$ cat src/rtl/majority_3.sv
`default_nettype none
// ============================================================================
// Module      : majority_3
// Description : Three-input bitwise majority voter for triple-redundant
//               signal paths. Y is the zero-latency combinational vote.
//               A registered monitor reports which copy dissented each
//               cycle, keeps a saturating disagreement counter per copy
//               and holds a sticky fault flag for upstream health logic.
// Revision    : 1.0 - initial release
// ============================================================================
module majority_3 #(
   parameter int CNT_W = 8    // disagreement counter width, 1..16
) (
   input  logic             A,
   input  logic             B,
   input  logic             C,
   output logic             Y,
   input  logic             clk,
   input  logic             rst,
   input  logic             clr,
   output logic             y_q,
   output logic             mismatch,
   output logic [1:0]       minority,
   output logic [CNT_W-1:0] err_cnt_a,
   output logic [CNT_W-1:0] err_cnt_b,
   output logic [CNT_W-1:0] err_cnt_c,
   output logic             fault
);

   // Dissenter codes as reported on minority.
   localparam logic [1:0] DIS_NONE = 2'd0;
   localparam logic [1:0] DIS_A    = 2'd1;
   localparam logic [1:0] DIS_B    = 2'd2;
   localparam logic [1:0] DIS_C    = 2'd3;

   localparam logic [CNT_W-1:0] CNT_MAX = {CNT_W{1'b1}};
   localparam logic [CNT_W-1:0] CNT_ONE = CNT_W'(1);

   // Combinational decode of the current input set.
   logic       vote;
   logic [1:0] dis_code;
   logic       dis_any;

   // Next-state values for every flop.
   logic             y_d;
   logic             mismatch_q,  mismatch_d;
   logic [1:0]       minority_q,  minority_d;
   logic [CNT_W-1:0] cnt_a_q,     cnt_a_d;
   logic [CNT_W-1:0] cnt_b_q,     cnt_b_d;
   logic [CNT_W-1:0] cnt_c_q,     cnt_c_d;
   logic             fault_q,     fault_d;

   // Saturating increment: an all-ones counter holds instead of wrapping.
   function automatic logic [CNT_W-1:0] sat_inc(input logic [CNT_W-1:0] cnt);
      if (cnt == CNT_MAX) begin
         return cnt;
      end
      return cnt + CNT_ONE;
   endfunction

   // Majority vote: depends only on the three copies, never on clk/rst/clr,
   // so a voter instantiated with just A/B/C/Y connected still works.
   assign vote = (A & B) | (A & C) | (B & C);
   assign Y    = vote;

   // Dissenter decode: when the copies are not unanimous, exactly one of
   // them disagrees with the other two, and the pair that matches names it.
   always_comb begin
      dis_code = DIS_NONE;
      if ((A == B) && (B == C)) begin
         dis_code = DIS_NONE;
      end else if (B == C) begin
         dis_code = DIS_A;
      end else if (A == C) begin
         dis_code = DIS_B;
      end else begin
         dis_code = DIS_C;
      end
   end

   assign dis_any = (dis_code != DIS_NONE);

   // Next-state logic: status follows the inputs every cycle; counters and
   // the sticky flag are cleared by clr, which wins over any same-cycle
   // increment or fault set. Only the dissenter's counter can move.
   always_comb begin
      y_d        = vote;
      mismatch_d = dis_any;
      minority_d = dis_code;
      cnt_a_d    = cnt_a_q;
      cnt_b_d    = cnt_b_q;
      cnt_c_d    = cnt_c_q;
      fault_d    = fault_q;
      if (clr) begin
         cnt_a_d = '0;
         cnt_b_d = '0;
         cnt_c_d = '0;
         fault_d = 1'b0;
      end else begin
         fault_d = fault_q | dis_any;
         case (dis_code)
            DIS_A:   cnt_a_d = sat_inc(cnt_a_q);
            DIS_B:   cnt_b_d = sat_inc(cnt_b_q);
            DIS_C:   cnt_c_d = sat_inc(cnt_c_q);
            default: ;
         endcase
      end
   end

   // Monitor registers, asynchronously cleared by rst.
   always_ff @(posedge clk or posedge rst) begin
      if (rst) begin
         y_q        <= 1'b0;
         mismatch_q <= 1'b0;
         minority_q <= DIS_NONE;
         cnt_a_q    <= '0;
         cnt_b_q    <= '0;
         cnt_c_q    <= '0;
         fault_q    <= 1'b0;
      end else begin
         y_q        <= y_d;
         mismatch_q <= mismatch_d;
         minority_q <= minority_d;
         cnt_a_q    <= cnt_a_d;
         cnt_b_q    <= cnt_b_d;
         cnt_c_q    <= cnt_c_d;
         fault_q    <= fault_d;
      end
   end

   assign mismatch  = mismatch_q;
   assign minority  = minority_q;
   assign err_cnt_a = cnt_a_q;
   assign err_cnt_b = cnt_b_q;
   assign err_cnt_c = cnt_c_q;
   assign fault     = fault_q;

endmodule
`default_nettype wire

$ cat config.mk
export PLATFORM = sky130hd
export DESIGN_NAME = majority_3
export DESIGN_NICKNAME = d
export VERILOG_FILES = /design/src/rtl/majority_3.sv
export SDC_FILE = /design/constraint.sdc
export NUM_CORES = 1
export LEC_CHECK = 0
export CORE_MARGIN = 1
export CORE_UTILIZATION = 48
export DETAILED_ROUTE_END_ITERATION = 10
export PLACE_DENSITY = 0.79
export SETUP_SLACK_MARGIN = 0.4
export SLEW_MARGIN = 20
export SYNTH_ARGS = -nofsm -noshare
export SYNTH_HDL_FRONTEND = slang
export SYNTH_SLANG_ARGS = --single-unit
$ cat constraint.sdc
create_clock -name clk -period 1.8 [get_ports clk]
set_input_delay 0.27 -clock clk [delete_from_list [all_inputs] [get_ports clk]]
set_output_delay 0.27 -clock clk [all_outputs]
set_load 0.02 [all_outputs]
== Word level (Yosys, flattened, before mapping) ==
Index checks and enable logic that the tools add are counted.

* Bits of input ports: 6
* Logic and storage cells: 58
* Bits in registers: 29
* Output and inout port bits: 30

* Mux-type cells: 22
* Equal/unequal tests: 12
* Add/sub/neg operators: 3
* Bitwise logic cells: 6
* Reduce and logical (&&, ||, !) cells: 8

{| class="wikitable"
|+ Operators with widths
! cell !! count
|-
| $mux 8 || 9
|-
| $add 8x1->8 const B || 3
|-
| $eq 8x8->1 const B || 3
|-
| $mux 1 || 11
|-
| $ne 3x3->1 const B || 3
|-
| $reduce_bool 2->1 || 4
|-
| $reduce_and 2->1 || 3
|-
| $eq 2x2->1 const B || 2
|-
| $mux 2 || 2
|-
| $and 1x1->1 || 3
|-
| $eq 1x1->1 || 3
|-
| $or 1x1->1 || 3
|-
| $eq 2x1->1 const B || 1
|-
| $logic_and 1x1->1 || 1
|}

== Depth between registers and ports, before layout ==
* Depth in word-level cells: 10
* Mapped depth: 6
* Gate-level depth less buffers: 5

== Worst setup path after synthesis ==
Ideal clock, no wire load.

* Path type: flip-flop to flip-flop
* From: reg cnt_c_q[0], in the netlist err_cnt_c[0]
* To: reg cnt_c_q[3], in the netlist err_cnt_c[3]
* Library setup time: 66 ps
* Stages on the path, launching flop included: 6
* Setup slack: 114 ps
* Path buffers: 0
* Required time: 1734 ps
* Clock period less this slack: 1686 ps
* Data arrival time: 1620 ps
* Cells stage by stage: dfrtp_1 ha_1 nand4_1 o211ai_1 or4_1 nand2_1

* Longest elaborated chain between the ends: 6
* Elaborated cells between the ends (all ways): 10
* Classes of those cells: add/sub (1); eq/ne (2); mux (6); reduce/logical (1)

{| class="wikitable"
|+ RTL lines
! element !! line !! source
|-
| from (decl) || 50 || <nowiki>logic [CNT_W-1:0] cnt_c_q, cnt_c_d;</nowiki>
|-
| from (signal assigned) || 126 || <nowiki>cnt_c_q <= cnt_c_d;</nowiki>
|-
| parallel branches: the longest is 6 deep, another holds $add 8x1->8 || -- ||
|}

Parallel ways; which one is timed is not known. The select of a mux whose other input is x is not followed.
A chain may end at the register's enable or synchronous reset.

== Worst setup path in the final report ==
* From: reg cnt_b_q[0], in the netlist err_cnt_b[0]
* To: reg cnt_b_q[7], in the netlist err_cnt_b[7]

* Longest elaborated chain between the ends: 6
* Elaborated cells between the ends (all ways): 10
* Classes of those cells: add/sub (1); eq/ne (2); mux (6); reduce/logical (1)

{| class="wikitable"
|+ RTL lines
! element !! line !! source
|-
| from (decl) || 49 || <nowiki>logic [CNT_W-1:0] cnt_b_q, cnt_b_d;</nowiki>
|-
| from (signal assigned) || 125 || <nowiki>cnt_b_q <= cnt_b_d;</nowiki>
|-
| parallel branches: the longest is 6 deep, another holds $add 8x1->8 || -- ||
|}

Parallel ways; which one is timed is not known. The select of a mux whose other input is x is not followed.

==> out/qor.csv <==
stage,metric,value,unit
power,power_density,736,nW/um2
final_layout,design_area,2270,um2
floorplan,initial_core_util,51.9,%
clock_tree,cts_max_level,2,
place,gp_congestion,0.792,
setup_path,cpLargestDelayFamily,simple AND/OR/NAND/NOR gates,
final_layout,final_nets,217,
routing,wl_met1,1690,um
setup_path,crit_type,reg -> reg,
routing,routed_via_density,6.10,
min_path,hp-class,in -> async,
timing,rsz0062_at_grt,true,
logic_synthesis,synth-seq-cells,29,
logic_synthesis,synth-async-reset-ratio,100,%
floorplan,num_rows,19,
setup_path,r2r_slack,0.29,ns
timing,min_period,1.51,ns
clock_tree,clockBufferDepth,2,
place,port_buffers,35,
timing,clock_skew,0.00309,ns
setup_path,worstSetupEndpointType,flop,
final_layout,syn_to_final_growth,54.5,%
setup_path,regToRegEndpoint,err_cnt_b[7],
timing,max_freq,664,MHz
job,drv_cap,0,
logic_synthesis,syn_avg_cell_area,10.5,um2
clock_tree,cts-root-buf,clkbuf_4,
clock_tree,cts_tree,built,
setup_path,worstRegToRegCells,5,
global_routing,grt_pass1_vias,1372,
floorplan,coreArea,2830,um2
timing,finalMaxSlewViolations,0,
setup_path,start_kind,flop,
clock_tree,cts_inserted_buffers,5,
floorplan,die_height,57.3,um
timing,worst-slew-pin-transition,0.427,ns
clock_tree,cts.hold.buffers_added,0,
timing,finalCritPeriodShare,83.7,%
routing,drt_iter0_drc,77,
floorplan,die_w,57.3,um
timing,hold_viol,0,
timing,finalSetupViolCount,0,
routing,vias,1451,
global_routing,grt_max_degree,30,
routing,drc_errors,4,
routing,wl_met2,2180,um
outcome,status,finished with violations,
final_layout,nFillCells,174,
routing,antenna_left,0,
place,post_dp_cell_area,1980,um2
logic_synthesis,synth_seq_area_share,49.4,%
routing,routed.top_layer,met4,
final_layout,n_antenna_cell,0,
logic_synthesis,syn-cell-area,1470,um2
global_routing,grt_pass1_wl,6270,um
setup_path,worstPathMaxFanout,5,
logic_synthesis,synth.distinct_cells,41,
setup_path,crit_chain,ha_4 > nand4_4 > o21ai_4 > or4_1 > a21oi_1,
place,dp_hpwl,2330,um
timing,relSlewSlack,71.2,%
logic_synthesis,synth-edff-count,0,
global_routing,track_usage,25.5,%
setup_path,worstPathArrival,1.78,ns
logic_synthesis,yosysWarnings,0,
clock_tree,cts_sinks,29,
clock_tree,worstSkewPairLatency,0.34,ns
setup_path,crit_path_top_delay_cell,dfrtp_2,
timing,layout_setup_ws,0.294,ns
routing,wl_met3,322,um
logic_synthesis,syn_nets,151,
routing,drt-total-wl,4300,um
global_routing,antenna_found_initial,0,
logic_synthesis,syn_inst,140,
logic_synthesis,ys.flop_type,dfrtp_1,
outcome,violations,DRC,
setup_path,cp_slowest_stage_delay,0.46,ns
setup_path,worstPathBufferInverterCount,0,
setup_path,required,2.08,ns
global_routing,grt_overflow,0,
routing,wl_per_cell,18.1,um
power,peakVddDrop,0.000534,V
place,post-place-ws,-0.250,ns
setup_path,r2r_start,err_cnt_b[0],
final_layout,drive_gt1_share,44.0,%
floorplan,die_area,3290,um2
routing,first_pass_iters,7,
power,leakage,1.04,nW
clock_tree,clk_pin_slew_worst_paths,0.10,ns
floorplan,boundaryPins,36,
[layer usage]
layer,GRT usage [%],vias to the layer above
met3,8.16,14
met2,43.2,67
met1,29.5,723
met4,11.5,0
met5,0,-
li1,-,647
[layout make-up]
class / instances / area (um2) / share of cell area [%]
Inverter: 2 / 7.51 / 0.331
Tap cell: 31 / 38.8 / 1.71
Clock buffer: 5 / 37.5 / 1.65
Multi-Input combinational cell: 104 / 860 / 37.9
Sequential cell: 29 / 743 / 32.7
Timing Repair Buffer: 64 / 518 / 22.8
Clock inverter: 3 / 65.1 / 2.87
[cells in the final DEF, fill, tap and decap left out, types with 6 or more instances in the layout]
cell,synthesis,routed
buf_4,1,24
buf_6,1,6
clkbuf_2,0,13
clkdlybuf4s15_1,0,6
clkdlybuf4s15_2,0,6
dfrtp_1,29,15
dfrtp_2,0,14
dlygate4sd2_1,0,6
nand2_1,6,6
nor2_1,18,18
xor2_1,8,8
[worst max-delay path by stage]
stage                     depth (start not counted)  slack (ns)         start      endpoint
after floorplan                                   6        0.25             C  err_cnt_b[7]
after global placement                            4       -0.22             C             Y
after detailed placement                          4       -0.25             C             Y
after CTS                                         5        0.31  err_cnt_b[0]  err_cnt_b[7]
after global routing                              4        0.21  err_cnt_b[2]  err_cnt_b[7]
final                                             5        0.29  err_cnt_b[0]  err_cnt_b[7]
[kinds of logic (layout without fill, tap and decap cells)]
logic type	count (synthesis)	count (layout)	share of synthesized area, %
AO/OA/AOI/OAI	24	24	11.3
XOR/XNOR	10	10	5.96
adder cells (fa/ha/maj)	5	5	4.26
buffers and inverters	7	74	2.56
flip-flops	29	29	49.4
multiplexers	4	4	2.73
AND/OR/NAND/NOR	61	61	23.8
[synth_stat cells (3+ instances only)]
| library cell | n | area, um2 |
|---|---|---|
| dfrtp_1 | 29 | 726 |
| nor2_1 | 18 | 67.6 |
| xor2_1 | 8 | 70.1 |
| nand3_1 | 7 | 35.0 |
| nand2_1 | 6 | 22.5 |
| ha_1 | 5 | 62.6 |
| nand4_1 | 5 | 31.3 |
| a21oi_1 | 4 | 20.0 |
| a31oi_1 | 4 | 25.0 |
| mux2i_1 | 4 | 40.0 |
| and3_1 | 3 | 18.8 |
| clkbuf_1 | 3 | 11.3 |
| nor3_1 | 3 | 15.0 |
| o211ai_1 | 3 | 22.5 |
| o21ai_0 | 3 | 15.0 |
| or4_1 | 3 | 22.5 |
[metrics by stage]
stage | instances | TNS, ns | utilization (%) | hold WS [ns] | total power [mW]
after floorplan | 140 | 0 | - | 0.348 | 0.845
after global placement | 212 | -2.16 | 70.0 | 0.480 | 0.945
after detailed placement | 212 | -3.34 | 70.0 | 0.488 | 0.954
after CTS | 229 | 0 | 77.2 | 0.300 | 1.64
after global routing | 238 | 0 | 80.2 | 0.330 | 1.73
final | 238 | 0 | 80.2 | 0.290 | 1.67
[worst register-to-register path, delay by kind of cell (launching register included)]
kind,cells,cell delay [ns]
AND/OR/NAND/NOR,2,0.57
flip-flops,1,0.46
AO/OA/AOI/OAI,2,0.22
adder cells (fa/ha/maj),1,0.19
[registers in the layout (all words and copies together) (netlist names)]
| name | flops |
|---|---|
| err_cnt_a | 8 |
| err_cnt_b | 8 |
| err_cnt_c | 8 |
| fault | 1 |
| minority | 2 |
| mismatch | 1 |
| y_q | 1 |
[where the power goes]
group / internal, mW / leakage [nW] / switching [mW]
registers: 0.678 / 0.367 / 0.0249
clock network: 0.430 / 0.0552 / 0.259
logic: 0.130 / 0.622 / 0.150
total: 1.24 / 1.04 / 0.434
[repair_timing]
item / 4_1_cts / 5_1_grt
hold endpoints to repair: 0 / 0
endpoints found under the setup margin: 52 / 43
pin swaps: 7 / 13
gates resized for setup: 69 / 42
buffers inserted: 9 / 9
(Power assumes the default switching activity.)
